==> config.mk <==
export PLATFORM = sky130hd
export DESIGN_NAME = sap_prog_loader
export DESIGN_NICKNAME = d
export VERILOG_FILES = /design/src/rtl/sap_loader_pkg.sv /design/src/rtl/sap_word_packer.sv /design/src/rtl/sap_prog_loader.sv
export SDC_FILE = /design/constraint.sdc
export NUM_CORES = 1
export LEC_CHECK = 0
export CORE_MARGIN = 5
export CORE_UTILIZATION = 59
export CTS_CLUSTER_SIZE = 24
export DETAILED_ROUTE_END_ITERATION = 6
export GPL_ROUTABILITY_DRIVEN = 0
export GPL_TIMING_DRIVEN = 0
export HOLD_SLACK_MARGIN = 0.1
export PLACE_DENSITY = 0.81
export SYNTH_ARGS = -nofsm -noshare
export SYNTH_HDL_FRONTEND = slang
export SYNTH_HIERARCHICAL = 1
export SYNTH_SLANG_ARGS = --single-unit
==> constraint.sdc <==
create_clock -name i_clk -period 4.4 [get_ports i_clk]
set_clock_uncertainty 0.15 [all_clocks]
set_input_delay 0.66 -clock i_clk [delete_from_list [all_inputs] [get_ports i_clk]]
set_output_delay 0.66 -clock i_clk [all_outputs]
set_load 0.01 [all_outputs]
==> src/rtl/sap_loader_pkg.sv <==
// rtl/sap_loader_pkg.sv - shared state encoding and constants for the SAP program loader
package sap_loader_pkg;

  typedef enum logic [3:0] {
    S_CLEAR,
    S_IDLE,
    S_ADDR_H,
    S_ADDR_L,
    S_CNT_H,
    S_CNT_L,
    S_DATA,
    S_CSUM,
    S_RUN,
    S_ERROR
  } state_t;

  localparam logic [7:0] DEF_SYNC_BYTE = 8'hA5;

  // ADDR_H, ADDR_L, CNT_H, CNT_L
  localparam int HDR_LEN = 4;

endpackage

==> src/rtl/sap_word_packer.sv <==
// rtl/sap_word_packer.sv - assembles MSB-first bytes into DATA_W-bit words
module sap_word_packer #(
  parameter int DATA_W = 16
) (
  input  logic              i_clk,
  input  logic              i_rst,
  input  logic              i_clear,
  input  logic [7:0]        i_byte,
  input  logic              i_byte_valid,
  output logic [DATA_W-1:0] o_word,
  output logic              o_word_valid
);

  localparam int         BYTES    = DATA_W / 8;
  localparam logic [3:0] LAST_IDX = 4'(BYTES - 1);

  logic [3:0] r_idx;

  // The word is complete when the byte that lands in the last slot is accepted;
  // o_word already includes that byte so the caller can register it directly.
  assign o_word_valid = i_byte_valid && !i_clear && (r_idx == LAST_IDX);

  // Byte-index counter; restarts whenever the caller is not inside a data run
  always_ff @(posedge i_clk or negedge i_rst) begin
    if (!i_rst) begin
      r_idx <= '0;
    end else if (i_clear) begin
      r_idx <= '0;
    end else if (i_byte_valid) begin
      r_idx <= (r_idx == LAST_IDX) ? 4'd0 : r_idx + 4'd1;
    end
  end

  if (BYTES == 1) begin : g_single
    assign o_word = i_byte;
  end else begin : g_multi
    logic [DATA_W-9:0] r_shift;

    assign o_word = {r_shift, i_byte};

    // Shift earlier bytes up so the first byte of a word ends in the top lane
    always_ff @(posedge i_clk or negedge i_rst) begin
      if (!i_rst) begin
        r_shift <= '0;
      end else if (i_byte_valid && !i_clear) begin
        r_shift <= o_word[DATA_W-9:0];
      end
    end
  end

endmodule

==> src/rtl/sap_prog_loader.sv <==
// rtl/sap_prog_loader.sv - framed byte-stream loader that writes SAP RAM and gates CPU reset
module sap_prog_loader
  import sap_loader_pkg::*;
#(
  parameter int         DATA_W         = 16,
  parameter int         ADDR_W         = 8,
  parameter int         CLEAR_ON_RESET = 1,
  parameter logic [7:0] SYNC_BYTE      = DEF_SYNC_BYTE
) (
  input  logic              i_clk,
  input  logic              i_rst,
  input  logic [7:0]        i_in_data,
  input  logic              i_in_valid,
  output logic              o_in_ready,
  output logic              o_mem_we,
  output logic [ADDR_W-1:0] o_mem_addr,
  output logic [DATA_W-1:0] o_mem_wdata,
  output logic              o_cpu_hold,
  output logic              o_done,
  output logic              o_err
);

  state_t            r_state;
  logic              r_in_ready;
  logic              r_mem_we;
  logic [ADDR_W-1:0] r_mem_addr;
  logic [DATA_W-1:0] r_mem_wdata;
  logic              r_cpu_hold;
  logic              r_done;
  logic              r_err;
  logic [ADDR_W-1:0] r_addr;
  logic [15:0]       r_cnt;
  logic [7:0]        r_hdr_h;
  logic [7:0]        r_sum;
  logic [ADDR_W-1:0] r_clr_cnt;

  logic              w_acc;
  logic [15:0]       w_hdr16;
  logic [DATA_W-1:0] w_word;
  logic              w_word_valid;

  assign w_acc   = i_in_valid && r_in_ready;
  assign w_hdr16 = {r_hdr_h, i_in_data};

  assign o_in_ready  = r_in_ready;
  assign o_mem_we    = r_mem_we;
  assign o_mem_addr  = r_mem_addr;
  assign o_mem_wdata = r_mem_wdata;
  assign o_cpu_hold  = r_cpu_hold;
  assign o_done      = r_done;
  assign o_err       = r_err;

  sap_word_packer #(
    .DATA_W(DATA_W)
  ) u_packer (
    .i_clk       (i_clk),
    .i_rst       (i_rst),
    .i_clear     (r_state != S_DATA),
    .i_byte      (i_in_data),
    .i_byte_valid(w_acc),
    .o_word      (w_word),
    .o_word_valid(w_word_valid)
  );

  // Loader FSM: clear sweep, frame parsing, checksum and CPU hold control
  always_ff @(posedge i_clk or negedge i_rst) begin
    if (!i_rst) begin
      r_state     <= (CLEAR_ON_RESET != 0) ? S_CLEAR : S_IDLE;
      r_in_ready  <= 1'b0;
      r_mem_we    <= 1'b0;
      r_mem_addr  <= '0;
      r_mem_wdata <= '0;
      r_cpu_hold  <= 1'b1;
      r_done      <= 1'b0;
      r_err       <= 1'b0;
      r_addr      <= '0;
      r_cnt       <= '0;
      r_hdr_h     <= '0;
      r_sum       <= '0;
      r_clr_cnt   <= '0;
    end else begin
      r_mem_we <= 1'b0;
      case (r_state)
        S_CLEAR: begin
          r_mem_we    <= 1'b1;
          r_mem_addr  <= r_clr_cnt;
          r_mem_wdata <= '0;
          r_clr_cnt   <= r_clr_cnt + 1'b1;
          if (r_clr_cnt == '1) begin
            r_state    <= S_IDLE;
            r_in_ready <= 1'b1;
          end
        end
        S_IDLE, S_RUN, S_ERROR: begin
          r_in_ready <= 1'b1;
          if (w_acc && (i_in_data == SYNC_BYTE)) begin
            r_state    <= S_ADDR_H;
            r_done     <= 1'b0;
            r_err      <= 1'b0;
            r_cpu_hold <= 1'b1;
            r_sum      <= '0;
          end
        end
        S_ADDR_H: if (w_acc) begin
          r_hdr_h <= i_in_data;
          r_sum   <= r_sum + i_in_data;
          r_state <= S_ADDR_L;
        end
        S_ADDR_L: if (w_acc) begin
          r_addr  <= w_hdr16[ADDR_W-1:0];
          r_sum   <= r_sum + i_in_data;
          r_state <= S_CNT_H;
        end
        S_CNT_H: if (w_acc) begin
          r_hdr_h <= i_in_data;
          r_sum   <= r_sum + i_in_data;
          r_state <= S_CNT_L;
        end
        S_CNT_L: if (w_acc) begin
          r_cnt   <= w_hdr16;
          r_sum   <= r_sum + i_in_data;
          r_state <= (w_hdr16 == 16'd0) ? S_CSUM : S_DATA;
        end
        S_DATA: if (w_acc) begin
          r_sum <= r_sum + i_in_data;
          if (w_word_valid) begin
            r_mem_we    <= 1'b1;
            r_mem_addr  <= r_addr;
            r_mem_wdata <= w_word;
            r_addr      <= r_addr + 1'b1;
            r_cnt       <= r_cnt - 16'd1;
            if (r_cnt == 16'd1) r_state <= S_CSUM;
          end
        end
        S_CSUM: if (w_acc) begin
          if (i_in_data == r_sum) begin
            r_state    <= S_RUN;
            r_done     <= 1'b1;
            r_cpu_hold <= 1'b0;
          end else begin
            r_state    <= S_ERROR;
            r_err      <= 1'b1;
            r_cpu_hold <= 1'b1;
          end
        end
        default: r_state <= S_IDLE;
      endcase
    end
  end

endmodule

Word-level counts from Yosys, hierarchy flattened
Cells that the tools add are included.

Word-level logic and storage cells: 124. Register bits: 93. Output and inout bits: 29. Input bits: 11.

Reduce and logical (&&, ||, !) cells: 27. Equal/unequal tests: 28. Multiplexer cells: 49. Add/sub/neg operators: 5.

Operators by type and width (count): two-way mux 16 bit (5); case mux 16 bit (2 select lines) (2); two-way mux 8 bit (7); two-way mux 4 bit (13); case mux 8 bit (2 select lines) (3); case mux 4 bit (8 select lines) (1); adder 8 x 1 -> 8 bit (second input constant) (2); equality test 16 x 1 -> 1 bit (second input constant) (1); equality test 4 x 3 -> 1 bit (second input constant) (4); equality test 8 bit (second input constant) (2); zero test 16 bit (1); != test 2 x 1 -> 1 bit (second input constant) (8); AND reduction 4 bit (4); subtractor 16 x 1 -> 16 bit (second input constant) (1); nonzero test 2 bit (7); two-way mux 1 bit (13); != test 2 bit (second input constant) (5); case mux 1 bit (2 select lines) (5); AND reduction 10 bit (1); AND reduction 3 bit (3); adder 8 bit (1); equality test 4 x 1 -> 1 bit (second input constant) (2); equality test 4 x 2 -> 1 bit (second input constant) (2); equality test 4 bit (second input constant) (2); 10 further kinds (14).

Depth between registers and ports, before layout
Depth after elaboration: 7. Gate-level depth with buffers: 15. Mapped depth without buffers: 11.

Hierarchy
The synthesis kept the hierarchy.

Modules (own cells, without submodules): sap_prog_loader (instances 1, cells each 472, sequential area each 2028.2 sq um, area each 4438.0 sq um); sap_word_packer (instances 1, cells each 49, sequential area each 300.3 sq um, area each 651.9 sq um).

Worst setup path before layout
OpenSTA, ideal clock, no wires.

Path kind: reg-to-reg. Start: register r_state[3]. End: register r_state[0]. Path slack: 1.128 ns. Clock period less this slack: 3.272 ns. Required time: 4.125 ns. Library setup time: 0.125 ns. Arrival: 2.997 ns. Stages on the path, launching flop included: 14. Buffers on the path: 3. Cells stage by stage: dfrtp_1 buf_2 nand2b_4 nor3_4 inv_2 clkbuf_1 nor2b_2 buf_6 and2_2 nand3_1 and4bb_2 nand4_2 a221oi_2 mux2_2.

Longest elaborated chain between the ends: 6. Elaborated cells on any way between the ends: 27. Classes of those cells: eq/ne: 20; mux: 1; reduce/logical: 6.

Ends and longest elaborated chain: start: declaration (line sap_prog_loader.sv:23) `state_t r_state;`; start signal: assignment (line sap_prog_loader.sv:68) `r_state <= (CLEAR_ON_RESET != 0) ? S_CLEAR : S_IDLE;`; start signal: assignment (line sap_prog_loader.sv:122) `r_state <= (w_hdr16 == 16'd0) ? S_CSUM : S_DATA;`; != test 4 x 3 -> 1 bit (line sap_prog_loader.sv:58) `.i_clear (r_state != S_DATA),`; zero test 1 bit (line sap_word_packer.sv:21) `assign o_word_valid = i_byte_valid && !i_clear && (r_idx == LAST_IDX);`; logical AND 1 bit (2 in a row) (line sap_word_packer.sv:21); named net w_word_valid (line sap_prog_loader.sv:40) `logic w_word_valid;`; != test 2 x 1 -> 1 bit (no line); AND reduction 10 bit (no line).

The timed path passes the listed nets, and every way through them passes these cells. A chain may end at the register's enable or synchronous reset.

Final worst setup path
Ends and elaborated chain as after synthesis.

==> out/metrics.json <==
{
  "grt_pass1_vias": 4252,
  "timing.slew.headroom_pct": 44.2,
  "type_of_the_worst_setup_path": "flop to flop",
  "post_cts_hold_buffer_count": 0,
  "h-tree-depth": 3,
  "drt_wl_total_mm": 12.1,
  "postSynthCellCount": 521,
  "r2r_slack_ns": 0.45,
  "synth_largest_area_cell": "sky130_fd_sc_hd__dfrtp_1",
  "run_status": "finished, final reports clean",
  "grt_usage_pct": 24.4,
  "intPower_w": 0.00243,
  "cts_tree": "done",
  "yosysSeqAreaShare_pct": 45.7,
  "drive_gt1_share_pct": 13.9,
  "core_area_sq_um": 8300,
  "vias": 4321,
  "number_of_pins_with_negative_max_slew_slack_in_the_final_report": 0,
  "final-instance-count-excl-fill": 682,
  "cap_violations": 0,
  "synth.cell_area_sq_um": 5090,
  "cp-end-kind": "flop",
  "postSynthRegisterBits": 93,
  "drtIter0Drc": 264,
  "num_antenna_cells": 0,
  "timing_hold_violations_final": 0,
  "power.density_nw_per_um2": 705,
  "switch_share_pct": 41.1,
  "async_flop_share_pct": 100,
  "initial_utilization_pct": 61.3,
  "timing.critical_path.required_ns": 4.51,
  "placed_cells_incl_taps": 666,
  "synth.avg_cell_area_sq_um": 9.77,
  "finish.instance_area_sq_um": 5850,
  "clockRootBuffer": "sky130_fd_sc_hd__clkbuf_8",
  "global_route.overflow_total": 0,
  "num_rows": 33,
  "synth_top_cells_by_area": "sky130_fd_sc_hd__dfrtp_1 45%, sky130_fd_sc_hd__nand2_1 5.5%, sky130_fd_sc_hd__nand3_1 3.5%, sky130_fd_sc_hd__ha_1 3.2%, sky130_fd_sc_hd__nor2_1 3.0%",
  "r2r.worst_path.cells": 13,
  "finalNetCount": 597,
  "finalSetupViolCount": 0,
  "cp.arrival_ns": 4.05,
  "clock_sinks": 93,
  "grt_antenna_before_repair": 0,
  "die-width_um": 103,
  "place.port_buffers": 39,
  "average_detailed_routed_wire_length_per_instance_um": 17.7,
  "final.period_utilization_pct": 89.7,
  "worst_setup_path_start_kind": "flop",
  "postLayoutCoreUtil_pct": 70.4,
  "layout.cells.most_common": "sky130_fd_sc_hd__dfrtp_1",
  "synth.top_cell.area_share_pct": 45.2,
  "maximum_number_of_pins_on_one_net_before_global_route_repair": 55,
  "average_vias_per_placed_instance": 6.34,
  "power.net_switching_w": 0.00169,
  "layout-area-overhead-vs-synth_pct": 14.8,
  "cts_setup_buffers": 0,
  "synth.yosys.warnings": 6,
  "synth-edff-count": 0,
  "total_leakage_power_nw": 2.55,
  "first_pass_iters": 5,
  "wire_length_of_the_first_global_routing_pass_mm": 20.4,
  "timing.critical_path.fanout_max": 18,
  "mostFrequentLayoutCells": "92 x sky130_fd_sc_hd__dfrtp_1, 74 x sky130_fd_sc_hd__nand2_1, 41 x sky130_fd_sc_hd__nor2_1",
  "post_cts_resized": 0,
  "min_path_type": "input pin to asynchronous set/reset pin",
  "postSynthNetCount": 546,
  "ant_nets": 0,
  "clk_transition_reported_paths_ns": 0.10,
  "fin_tns_setup_ns": 0,
  "clkLatencyLatePin_ns": 0.37,
  "synth-main-ff-cell": "sky130_fd_sc_hd__dfrtp_1",
  "ios": 40,
  "detailedPlacementHpwl_mm": 8.60,
  "final_period_minus_worst_setup_slack_ns": 3.95,
  "cts_buffer_depth": 2,
  "clock_power_share_pct": 14.5,
  "die-area_sq_um": 10600,
  "rsz0062_at_grt": "false",
  "power_frac_comb_pct": 48.0,
  "cts_buffer_count": 9,
  "fmax_mhz": 253,
  "max-vdd-ir-drop_mv": 0.414,
  "floorplan.die.height_um": 103,
  "fin_worst_hold_slack_ns": 0.131,
  "pwr-share-seq_pct": 37.5,
  "drc_violation_count_after_routing": 0,
  "post_synthesis_cell_type_count": 75,
  "worst_pin_slew_ns": 0.830,
  "place_area_sq_um": 5640
}
## stage by stage
stage,worst slack (ns),power [W]
after CTS,0.491,0.00411
after global placement,-0.855,0.00342
final,0.455,0.00412
after detailed placement,0.330,0.00351
after floorplan,1.13,0.00287
after global routing,0.274,0.00441
## area by class of cell
cell class | count | area (sq um)
Clock buffer | 10 | 138
Buffer | 33 | 198
Tap cell | 105 | 131
Clock inverter | 6 | 71.3
Sequential cell | 93 | 2330
Timing Repair Buffer | 40 | 415
Multi-Input combinational cell | 383 | 2520
Fill cell | 643 | 2450
Inverter | 12 | 45.0
## cells by family after synthesis
group / after synthesis / share of synthesized area [%]
DFF: 93 / 45.7
buffers and inverters: 45 / 4.77
and+or+nand+nor: 211 / 21.4
xor gates and xnor gates: 14 / 2.41
adders and majority gates: 14 / 3.59
muxes: 21 / 5.16
AOI/OAI and AO/OA: 123 / 16.9
## registers in the layout, summed over array words and instances, names as in the netlist, 4 cells and up
signal	cells
r_clr_cnt	8
r_hdr_h	8
r_state	4
r_cnt	16
r_addr	8
o_mem_addr	8
u_packer/g_multi.r_shift	8
o_mem_wdata	16
r_sum	8
u_packer/r_idx	4
## critical path, cell delays in order (launching register included)
cell,delay [ns]
sky130_fd_sc_hd__dfrtp_1,0.36
sky130_fd_sc_hd__buf_2,0.18
sky130_fd_sc_hd__nand2b_4,0.18
sky130_fd_sc_hd__nor3_4,0.37
sky130_fd_sc_hd__inv_2,0.11
sky130_fd_sc_hd__clkbuf_1,0.37
sky130_fd_sc_hd__nor2b_2,0.23
sky130_fd_sc_hd__buf_6,0.19
sky130_fd_sc_hd__and2_2,0.19
sky130_fd_sc_hd__nand3_1,0.12
sky130_fd_sc_hd__and4bb_2,0.32
sky130_fd_sc_hd__nand4_2,0.22
sky130_fd_sc_hd__a221oi_2,0.46
sky130_fd_sc_hd__mux2_2,0.37
## worst paths after layout
check	from	end
min in group i_clk	o_mem_wdata[4]	o_mem_wdata[4]
max	r_state[3]	r_state[0]
max in group asynchronous	i_rst	o_mem_addr[3]
min reg2reg	o_mem_wdata[4]	o_mem_wdata[4]
min	i_rst	r_addr[1]
max reg2reg	r_state[3]	r_state[0]
## layer usage
| metal | wire [um] | global-route usage, % | vias to the layer above |
|---|---|---|---|
| met3 | 925 | 5.01 | 33 |
| li1 | - | - | 1983 |
| met1 | 5150 | 32.6 | 2108 |
| met2 | 5680 | 39.8 | 197 |
| met4 | 298 | 8.47 | 0 |
| met5 | 0 | 0 | - |
## power groups by stage
| stage | Combinational, W | Clock, W | Sequential, W |
|---|---|---|---|
| 2_1_floorplan | 0.00132 | 0 | 0.00155 |
| 3_3_place_gp | 0.00189 | 0 | 0.00153 |
| 3_5_place_dp | 0.00196 | 0 | 0.00156 |
| 4_1_cts | 0.00197 | 0.000605 | 0.00154 |
| 5_1_grt | 0.00218 | 0.000636 | 0.00160 |
| 6_report | 0.00198 | 0.000597 | 0.00155 |
## cell usage after synthesis, drive strengths merged (3+ instances only)
cell    number
dfrtp       92
nand2       75
nor2        41
nand3       36
a21oi       32
o21ai       24
buf         20
mux2        18
clkbuf      13
ha          13
nor3        13
a31oi       12
inv         12
nor4        10
a22o         9
xnor2        8
xor2         6
a211oi       5
and3         5
nand4        5
o22a         5
nor2b        4
o22ai        4
a211o        3
a22oi        3
and2         3
mux2i        3
nor3b        3
o211ai       3
o32ai        3
or3          3
No activity file was read; power rests on OpenSTA's default activity.
